$ cat src/rtl/learning_judge_pkg.sv
// Shared encodings for the learning-mode judge: grades, point values, FSM states.
package learning_pkg;

    localparam int unsigned NOTE_REST = 0;

    typedef enum logic [2:0] {
        GRADE_S    = 3'd0,
        GRADE_A    = 3'd1,
        GRADE_B    = 3'd2,
        GRADE_C    = 3'd3,
        GRADE_MISS = 3'd4
    } grade_e;

    typedef enum logic [2:0] {
        ST_IDLE,
        ST_LOAD,
        ST_LISTEN,
        ST_JUDGE,
        ST_FINISH,
        ST_DONE
    } state_e;

    // Points credited for each grade.
    function automatic logic [2:0] grade_points(input grade_e g);
        case (g)
            GRADE_S: grade_points = 3'd4;
            GRADE_A: grade_points = 3'd3;
            GRADE_B: grade_points = 3'd2;
            GRADE_C: grade_points = 3'd1;
            default: grade_points = 3'd0;
        endcase
    endfunction

endpackage

$ cat src/rtl/learning_judge_seq_divider.sv
// Restoring unsigned divider, one quotient bit per cycle; done pulses with the final quotient.
module seq_divider #(
    parameter int unsigned W = 15
) (
    input  logic         clk,
    input  logic         reset,
    input  logic         start,
    input  logic [W-1:0] num,
    input  logic [W-1:0] den,
    output logic [W-1:0] quot,
    output logic         done
);
    localparam int unsigned CNT_BITS = $clog2(W + 1);

    logic [W:0]          rem;
    logic [W-1:0]        quo;
    logic [CNT_BITS-1:0] cnt;
    logic                running;
    logic [W:0]          shifted_c;
    logic                fits_c;

    always_comb begin
        shifted_c = {rem[W-1:0], quo[W-1]};
        fits_c    = (shifted_c >= {1'b0, den});
    end

    // Quotient bits shift in from the right as the numerator shifts out on the left.
    always_ff @(posedge clk or negedge reset) begin
        if (!reset) begin
            rem     <= '0;
            quo     <= '0;
            cnt     <= '0;
            running <= 1'b0;
            done    <= 1'b0;
        end else begin
            done <= 1'b0;
            if (start) begin
                rem     <= '0;
                quo     <= num;
                cnt     <= CNT_BITS'(W);
                running <= 1'b1;
            end else if (running) begin
                rem <= fits_c ? (shifted_c - {1'b0, den}) : shifted_c;
                quo <= {quo[W-2:0], fits_c};
                cnt <= cnt - CNT_BITS'(1);
                if (cnt == CNT_BITS'(1)) begin
                    running <= 1'b0;
                    done    <= 1'b1;
                end
            end
        end
    end

    assign quot = quo;

endmodule

$ cat src/rtl/learning_judge.sv
// Learning-mode judge: walks the song ROM, grades each key press by note and timing, scores the run.
module learning_judge
    import learning_pkg::*;
#(
    parameter int unsigned SONG_LEN = 32,
    parameter int unsigned ADDR_W   = 5,
    parameter int unsigned NOTE_W   = 4,
    parameter int unsigned TICK_DIV = 100000,
    parameter int unsigned CNT_W    = 16,
    parameter int unsigned WIN_S    = 150,
    parameter int unsigned WIN_A    = 250,
    parameter int unsigned WIN_B    = 350,
    parameter int unsigned WIN_C    = 500,
    parameter int unsigned SCORE_W  = 8
) (
    input  logic                clk,
    input  logic                reset,
    input  logic                start,
    input  logic                key_valid,
    input  logic [NOTE_W-1:0]   key_note,
    output logic [ADDR_W-1:0]   rom_addr,
    input  logic [NOTE_W-1:0]   rom_note,
    input  logic [CNT_W-1:0]    rom_dur,
    output logic [NOTE_W-1:0]   expect_note,
    output logic [2:0]          grade,
    output logic                grade_valid,
    output logic [SCORE_W-1:0]  total_score,
    output logic [ADDR_W:0]     notes_judged,
    output logic [6:0]          percent,
    output logic                busy,
    output logic                done
);
    localparam int unsigned PRE_W = (TICK_DIV > 1) ? $clog2(TICK_DIV) : 1;
    localparam int unsigned NUM_W = SCORE_W + 7;

    state_e              state;
    grade_e              pend_grade;
    logic [CNT_W-1:0]    target;
    logic [CNT_W-1:0]    gap;
    logic [PRE_W-1:0]    pre;
    logic                key_s1, key_s2, key_s3, press;
    logic                div_start, div_done;
    logic [NUM_W-1:0]    div_quot;

    logic                start_accept_c;
    logic                tick_c;
    logic                timeout_c;
    logic [CNT_W-1:0]    delta_c;
    grade_e              judged_c;

    always_comb begin
        start_accept_c = start && (state == ST_IDLE || state == ST_DONE);
        tick_c         = (pre == PRE_W'(TICK_DIV - 1));
        delta_c        = (gap >= target) ? (gap - target) : (target - gap);
        timeout_c      = ({1'b0, gap} >= ({1'b0, target} + (CNT_W+1)'(WIN_C)));
        if (key_note != expect_note)       judged_c = GRADE_MISS;
        else if (delta_c < CNT_W'(WIN_S))  judged_c = GRADE_S;
        else if (delta_c < CNT_W'(WIN_A))  judged_c = GRADE_A;
        else if (delta_c < CNT_W'(WIN_B))  judged_c = GRADE_B;
        else if (delta_c < CNT_W'(WIN_C))  judged_c = GRADE_C;
        else                               judged_c = GRADE_MISS;
    end

    // Key synchroniser and registered rising-edge detect.
    always_ff @(posedge clk or negedge reset) begin
        if (!reset) begin
            key_s1 <= 1'b0;
            key_s2 <= 1'b0;
            key_s3 <= 1'b0;
            press  <= 1'b0;
        end else begin
            key_s1 <= key_valid;
            key_s2 <= key_s1;
            key_s3 <= key_s2;
            press  <= key_s2 & ~key_s3;
        end
    end

    // Millisecond prescaler and saturating gap counter, both restarted per note.
    always_ff @(posedge clk or negedge reset) begin
        if (!reset) begin
            pre <= '0;
            gap <= '0;
        end else if (start_accept_c || state == ST_JUDGE) begin
            pre <= '0;
            gap <= '0;
        end else begin
            pre <= tick_c ? '0 : pre + PRE_W'(1);
            if (tick_c && gap != '1) gap <= gap + CNT_W'(1);
        end
    end

    always_ff @(posedge clk or negedge reset) begin
        if (!reset) begin
            state        <= ST_IDLE;
            pend_grade   <= GRADE_MISS;
            target       <= '0;
            rom_addr     <= '0;
            expect_note  <= '0;
            grade        <= '0;
            grade_valid  <= 1'b0;
            total_score  <= '0;
            notes_judged <= '0;
            percent      <= '0;
            busy         <= 1'b0;
            done         <= 1'b0;
            div_start    <= 1'b0;
        end else begin
            grade_valid <= 1'b0;
            div_start   <= 1'b0;
            case (state)
                ST_IDLE, ST_DONE: begin
                    if (start_accept_c) begin
                        state        <= ST_LOAD;
                        rom_addr     <= '0;
                        total_score  <= '0;
                        notes_judged <= '0;
                        percent      <= '0;
                        busy         <= 1'b1;
                        done         <= 1'b0;
                    end
                end
                ST_LOAD: begin
                    // rom_addr wraps at SONG_LEN, so the note count marks the end instead.
                    if (rom_note == NOTE_W'(NOTE_REST) ||
                        notes_judged == (ADDR_W+1)'(SONG_LEN)) begin
                        state     <= ST_FINISH;
                        div_start <= (notes_judged != '0);
                    end else begin
                        expect_note <= rom_note;
                        target      <= rom_dur;
                        state       <= ST_LISTEN;
                    end
                end
                ST_LISTEN: begin
                    if (press) begin
                        pend_grade  <= judged_c;
                        expect_note <= '0;
                        state       <= ST_JUDGE;
                    end else if (timeout_c) begin
                        pend_grade  <= GRADE_MISS;
                        expect_note <= '0;
                        state       <= ST_JUDGE;
                    end
                end
                ST_JUDGE: begin
                    grade        <= 3'(pend_grade);
                    grade_valid  <= 1'b1;
                    total_score  <= total_score + SCORE_W'(grade_points(pend_grade));
                    notes_judged <= notes_judged + (ADDR_W+1)'(1);
                    rom_addr     <= rom_addr + ADDR_W'(1);
                    state        <= ST_LOAD;
                end
                ST_FINISH: begin
                    if (notes_judged == '0 || div_done) begin
                        percent <= (notes_judged == '0) ? 7'd0 : 7'(div_quot);
                        done    <= 1'b1;
                        busy    <= 1'b0;
                        state   <= ST_DONE;
                    end
                end
                default: state <= ST_IDLE;
            endcase
        end
    end

    seq_divider #(.W(NUM_W)) u_div (
        .clk   (clk),
        .reset (reset),
        .start (div_start),
        .num   (NUM_W'(total_score) * NUM_W'(100)),
        .den   (NUM_W'({notes_judged, 2'b00})),
        .quot  (div_quot),
        .done  (div_done)
    );

endmodule
$ cat config.mk
export PLATFORM = sky130hd
export DESIGN_NAME = learning_judge
export DESIGN_NICKNAME = d
export VERILOG_FILES = /design/src/rtl/learning_judge_pkg.sv /design/src/rtl/learning_judge_seq_divider.sv /design/src/rtl/learning_judge.sv
export SDC_FILE = /design/constraint.sdc
export NUM_CORES = 1
export LEC_CHECK = 0
export ABC_AREA = 0
export CORE_MARGIN = 4
export CORE_UTILIZATION = 35
export DETAILED_ROUTE_END_ITERATION = 8
export REMOVE_ABC_BUFFERS = 1
export SETUP_SLACK_MARGIN = 0.2
export SLEW_MARGIN = 20
export SYNTH_ARGS = -nofsm -noshare
export SYNTH_HDL_FRONTEND = slang
export SYNTH_HIERARCHICAL = 1
export SYNTH_SLANG_ARGS = --single-unit
$ cat constraint.sdc
create_clock -name clk -period 4 [get_ports clk]
set_input_delay 1 -clock clk [delete_from_list [all_inputs] [get_ports clk]]
set_output_delay 1 -clock clk [all_outputs]
set_load 0.005 [all_outputs]
==> metrics.yaml, run 1 <==
cts_root_buffer: "clkbuf_16"
routed_via_density: 5.13
grt_pass1_vias: 8108
ys.flop_type: "dfrtp_1"
synth_cell_type_count: 79
crit_required_ns: 4.33
cts_tree: "built"
endpoint_kind: "flip-flop"
crit_path_start_kind: "flip-flop"
pwr-share-comb_pct: 54.0
diodes: 0
syn2layout_area_growth_pct: 18.8
drv_slew: 0
grt_max_degree: 65
crit_slowest_cell: "or4_4"
period_share_pct: 90.8
htreeDepth: 4
path_cells: "inv_1 -> ha_2 -> nand2_1 -> or4_4 -> o211ai_2 -> nor2_4 -> buf_4 -> a2111oi_1 -> a31oi_1 -> xor2_1 -> or4_4 -> o31ai_1"
clock_skew_ns: 0.00915
max_stage_delay_ns: 0.57
setup_violations: 0
die_w_um: 175
yosysMostFrequentCell: "dfrtp_1"
synth_seq_area_share_pct: 33.9
syn_inst: 1118
path_common_cell: "or4_4"
multi_input_area_mm2: 0.00606
ys_warn_count: 6
synth_common_cells: "dfrtp_1, nand2_1, ha_1"
finalInstanceArea_mm2: 0.0116
drc: 0
power_mw: 8.24
pre_cts_slack_ns: 0.225
core-area_mm2: 0.0272
antenna_found_initial: 0
grt_overflow: 0
worst_pin_slew_ns: 0.648
die_y_um: 175
nFillCells: 2784
clk_pin_slew_ns: 0.06
power.share.sequential_pct: 26.5
synth_top_area_share_pct: 33.6
post_dp_cell_area_mm2: 0.0109
power.switching_mw: 3.63
cp.arrival_ns: 3.96
die_area_mm2: 0.0306
dpl.hpwl_um: 18400
dr.pass1.iters: 5
status: "complete, no violations"
hp-class: "reg -> reg"
max_freq_ghz: 0.275
p_clk_share_pct: 19.5
cp_max_fo: 8
clock_latency_ns: 0.43
regArea_mm2: 0.00331
hold_viol: 0
setup_tns_ns: 0
avgSynthCellArea_um2: 8.73
io_pins: 64
period_minus_slack_ns: 3.63
drive_gt1_share_pct: 7.51
internal-power_mw: 4.60
port_buffers: 63
drv_cap: 0
rows: 60
worst-setup-path-type: "reg -> reg"
async_reset_ff_share_pct: 100
p_sw_share_pct: 44.1
syn-cell-area_mm2: 0.00976
drtAntennaViolNets: 0
place_congestion: 0.894
irDropWorstVdd_mv: 0.330
routedWlPerCell_um: 15.3
cts.sinks: 132
grt_pass1_wl_um: 40700
hold_buffers: 0
cellLeakagePower_nw: 5.15
clockBufferDepth: 2
synth_edf_count: 0
ys_ff_latch: 132
drt_iter0_markers: 518
numCtsBuffers: 17
vias: 8123
layout.nets: 1334
fin_ws_ns: 0.369
wirelength_um: 24200
synthTopCellsByArea: "dfrtp_1, ha_1, nand2_1"
track_usage_pct: 16.0
powerDensity_mw_per_mm2: 711
grt_setup_unrepaired: "false"
slew_headroom_pct: 56.8
initial_core_util_pct: 35.9
yosysTopAreaCell: "dfrtp_1"
[critical path, delay by kind of cell (launching register included)]
kind / cells / cell delay, ns
AO/OA/AOI/OAI: 4 / 0.82
flip-flops: 1 / 0.40
buffers and inverters: 2 / 0.29
AND/OR/NAND/NOR: 4 / 1.42
adder cells (fa/ha/maj): 1 / 0.42
XOR/XNOR: 1 / 0.17
[layer usage]
metal,GRT usage [%],share of wire [%],up-vias
met5,0,0,-
met4,4.65,1.1,0
met3,2.57,2.8,19
met2,27.6,50,120
met1,20.9,46,3866
li1,-,-,4118
[worst paths after layout]
kind	start	endpoint	slack, ns	cells after the start
max	target[11]	pend_grade[0]	0.37	12
min	key_s1	key_s2	0.35	0
max reg2reg	target[11]	pend_grade[0]	0.37	12
min reg2reg	key_s1	key_s2	0.35	0
max in group asynchronous	reset	pend_grade[2]	2.62	2
min in group asynchronous	reset	gap[11]	0.55	1
[cells in the final DEF (no fill, tap or decap), types with 7 or more instances in the layout]
master / instances
dfrtp_1: 129
nand2_1: 125
ha_1: 93
o21ai_0: 86
inv_1: 83
nor2_1: 83
a21oi_1: 62
clkdlybuf4s50_1: 62
xnor2_1: 46
nand3_1: 38
mux2i_1: 28
buf_4: 26
xor2_1: 24
nand4_1: 23
nor3_1: 19
nor2b_1: 18
clkbuf_16: 17
a21o_1: 16
a211oi_1: 14
or3_1: 13
o21a_1: 11
conb_1: 11
and3_1: 10
nand2b_1: 10
a31oi_1: 8
o22ai_1: 8
nor4_1: 7
o21bai_1: 7
a22o_1: 7
ha_2: 7
[logic make-up after synthesis]
| group | after synthesis | synth area share, % |
|---|---|---|
| simple gates | 383 | 19.3 |
| compound gates | 275 | 18.3 |
| flops | 132 | 33.9 |
| buf+inv | 122 | 5.03 |
| fa+ha+maj | 107 | 14.3 |
| xor+xnor | 70 | 6.28 |
| mux | 28 | 2.87 |
| other cells | 1 | 0.0384 |
[state kept, by name, indices dropped and copies added, names as in the netlist, 6 cells and up]
register / count
target: 16
notes_judged: 6
u_div/quot: 15
gap: 16
pre: 17
total_score: 8
percent: 7
u_div/rem: 15
[final cells by class]
type / count / area share [%]
Clock inverter: 12 / 1.25
Inverter: 84 / 2.72
Clock buffer: 19 / 3.91
Tap cell: 372 / 4.02
Sequential cell: 132 / 28.5
Multi-Input combinational cell: 874 / 52.3
Timing Repair Buffer: 90 / 7.31
[stage by stage]
step                cells  utilization [%]  hold WS, ns
finish               1583             42.7        0.348
detailed placement   1551             40.2        0.336
CTS                  1583             42.4        0.351
global route         1583             42.7        0.358
floorplan            1090                -        0.331
global placement     1551             40.2        0.346
[repair_timing]
item | CTS | global route
pin swaps | 1 | 2
setup endpoints to repair | 1 | 3
endpoints found under the hold margin | 0 | 0
setup buffers | 1 | 0
gates resized for setup | 0 | 15
[power by group through the flow]
stage          registers, mW  logic, mW  clock network [mW]
2_1_floorplan           2.12       3.13                   0
3_3_place_gp            2.20       4.33                   0
3_5_place_dp            2.21       4.37                   0
5_1_grt                 2.25       5.03                1.70
6_report                2.18       4.45                1.61
4_1_cts                 2.18       4.40                1.64
Note: power is estimated with default switching activity, not from simulation.
==> inputs of run 2 (changes only) <==
CELL_PAD_IN_SITES_DETAIL_PLACEMENT = 1   (was default)
CELL_PAD_IN_SITES_GLOBAL_PLACEMENT = 1   (was default)
PLACE_DENSITY_LB_ADDON = 0.1   (was default)
==> metrics.yaml, run 2 (synthesized netlist as in run 1, its figures left out) <==
grt_overflow: 0
regArea_mm2: 0.00331
hold_buffers: 0
status: "complete, no violations"
routedWlPerCell_um: 18.1
htreeDepth: 4
initial_core_util_pct: 35.9
grt_max_degree: 57
irDropWorstVdd_mv: 0.294
dr.pass1.iters: 4
period_share_pct: 91.3
drtAntennaViolNets: 0
crit_slowest_cell: "or4_4"
track_usage_pct: 19.3
die_area_mm2: 0.0306
dpl.hpwl_um: 22200
routed_via_density: 5.26
cp.arrival_ns: 3.98
crit_family: "simple AND/OR/NAND/NOR gates"
cellLeakagePower_nw: 5.19
drc: 0
post_dp_cell_area_mm2: 0.0110
final_common_cell: "dfrtp_1"
vias: 8387
pre_cts_slack_ns: 0.257
max_stage_delay_ns: 0.59
setup_violations: 0
syn2layout_area_growth_pct: 19.3
path_buf_inv: 1
power_mw: 8.43
hold_viol: 0
largest_register_ffs: 17
worst-setup-path-type: "reg -> reg"
drv_slew: 0
drt_iter0_markers: 446
fin_ws_ns: 0.348
worst_pin_slew_ns: 0.657
grt_setup_unrepaired: "false"
clk_pin_slew_ns: 0.07
final_cell_count_no_fill: 1593
endpoint_kind: "flip-flop"
slew_headroom_pct: 56.2
cts.sinks: 132
reg.largest.list: "pre (17), gap (16), target (16)"
port_buffers: 63
cp_max_fo: 8
diodes: 0
max_freq_ghz: 0.274
clock_skew_ns: 0.0158
grt_pass1_wl_um: 47300
rows: 60
cts_root_buffer: "clkbuf_16"
clock_latency_ns: 0.43
drive_gt1_share_pct: 8.27
path_common_cell: "or4_4"
finalInstanceArea_mm2: 0.0116
antenna_found_initial: 0
hp-class: "reg -> reg"
powerDensity_mw_per_mm2: 724
layout.nets: 1343
die_y_um: 175
numCtsBuffers: 17
dp_cells: 1555
path_cells: "ha_1 -> nand4_2 -> or4_4 -> o211ai_2 -> nor2_4 -> buf_4 -> a2111oi_4 -> o311ai_2 -> xor2_1 -> or4_4 -> o31ai_1"
wirelength_um: 28800
nFillCells: 3194
place_congestion: 0.849
cts_tree: "built"
io_pins: 64
drv_cap: 0
final_cell_mix: "dfrtp_1, nand2_1, ha_1"
setup_tns_ns: 0
clockBufferDepth: 2
crit_required_ns: 4.32
top_register: "pre"
core-area_mm2: 0.0272
period_minus_slack_ns: 3.65
grt_pass1_vias: 8740
die_w_um: 175
crit_path_start_kind: "flip-flop"
multi_input_area_mm2: 0.00606
run 2: what timing repair did:
action | in CTS | in global routing
setup endpoints to repair | 0 | 3
gates resized for setup | 0 | 15
buffers inserted | 0 | 5
run 2: layout make-up:
cell class,count,area share (%)
multi-input cells,875,52.1
flip-flops and latches,132,28.4
repair buffers,98,7.79
well taps,372,4.00
clock buffers,19,3.81
inverters,84,2.71
clock inverters,13,1.19
run 2: power by group:
group	internal, mW	total, mW	switching, mW
clock network	0.896	1.58	0.684
logic	1.95	4.63	2.69
registers	1.73	2.21	0.481
run 2: worst paths after layout:
check | from | to | slack, ns | depth (start not counted)
min reg2reg | key_s2 | key_s3 | 0.37 | 0
max reg2reg | gap[14] | pend_grade[0] | 0.35 | 11
min in group asynchronous | reset | u_div/quot[12] | 0.55 | 1
max in group asynchronous | reset | u_div/quot[0] | 2.67 | 2
max | gap[14] | pend_grade[0] | 0.35 | 11
min | key_s2 | key_s3 | 0.37 | 0
run 2: layer usage:
layer / track usage, % / vias up / part of all wire [%]
li1: - / 4138 / -
met3: 2.73 / 28 / 2.4
met4: 5.17 / 0 / 1.7
met2: 34.0 / 113 / 50
met1: 24.9 / 4108 / 46
met5: 0 / - / 0
run 2: per-stage QoR:
| step | utilization, % | hold slack [ns] |
|---|---|---|
| final | 42.8 | 0.374 |
| after CTS | 42.4 | 0.375 |
| after global placement | 40.3 | 0.354 |
| after detailed placement | 40.3 | 0.364 |
| after global routing | 42.8 | 0.391 |
| after floorplan | - | 0.331 |
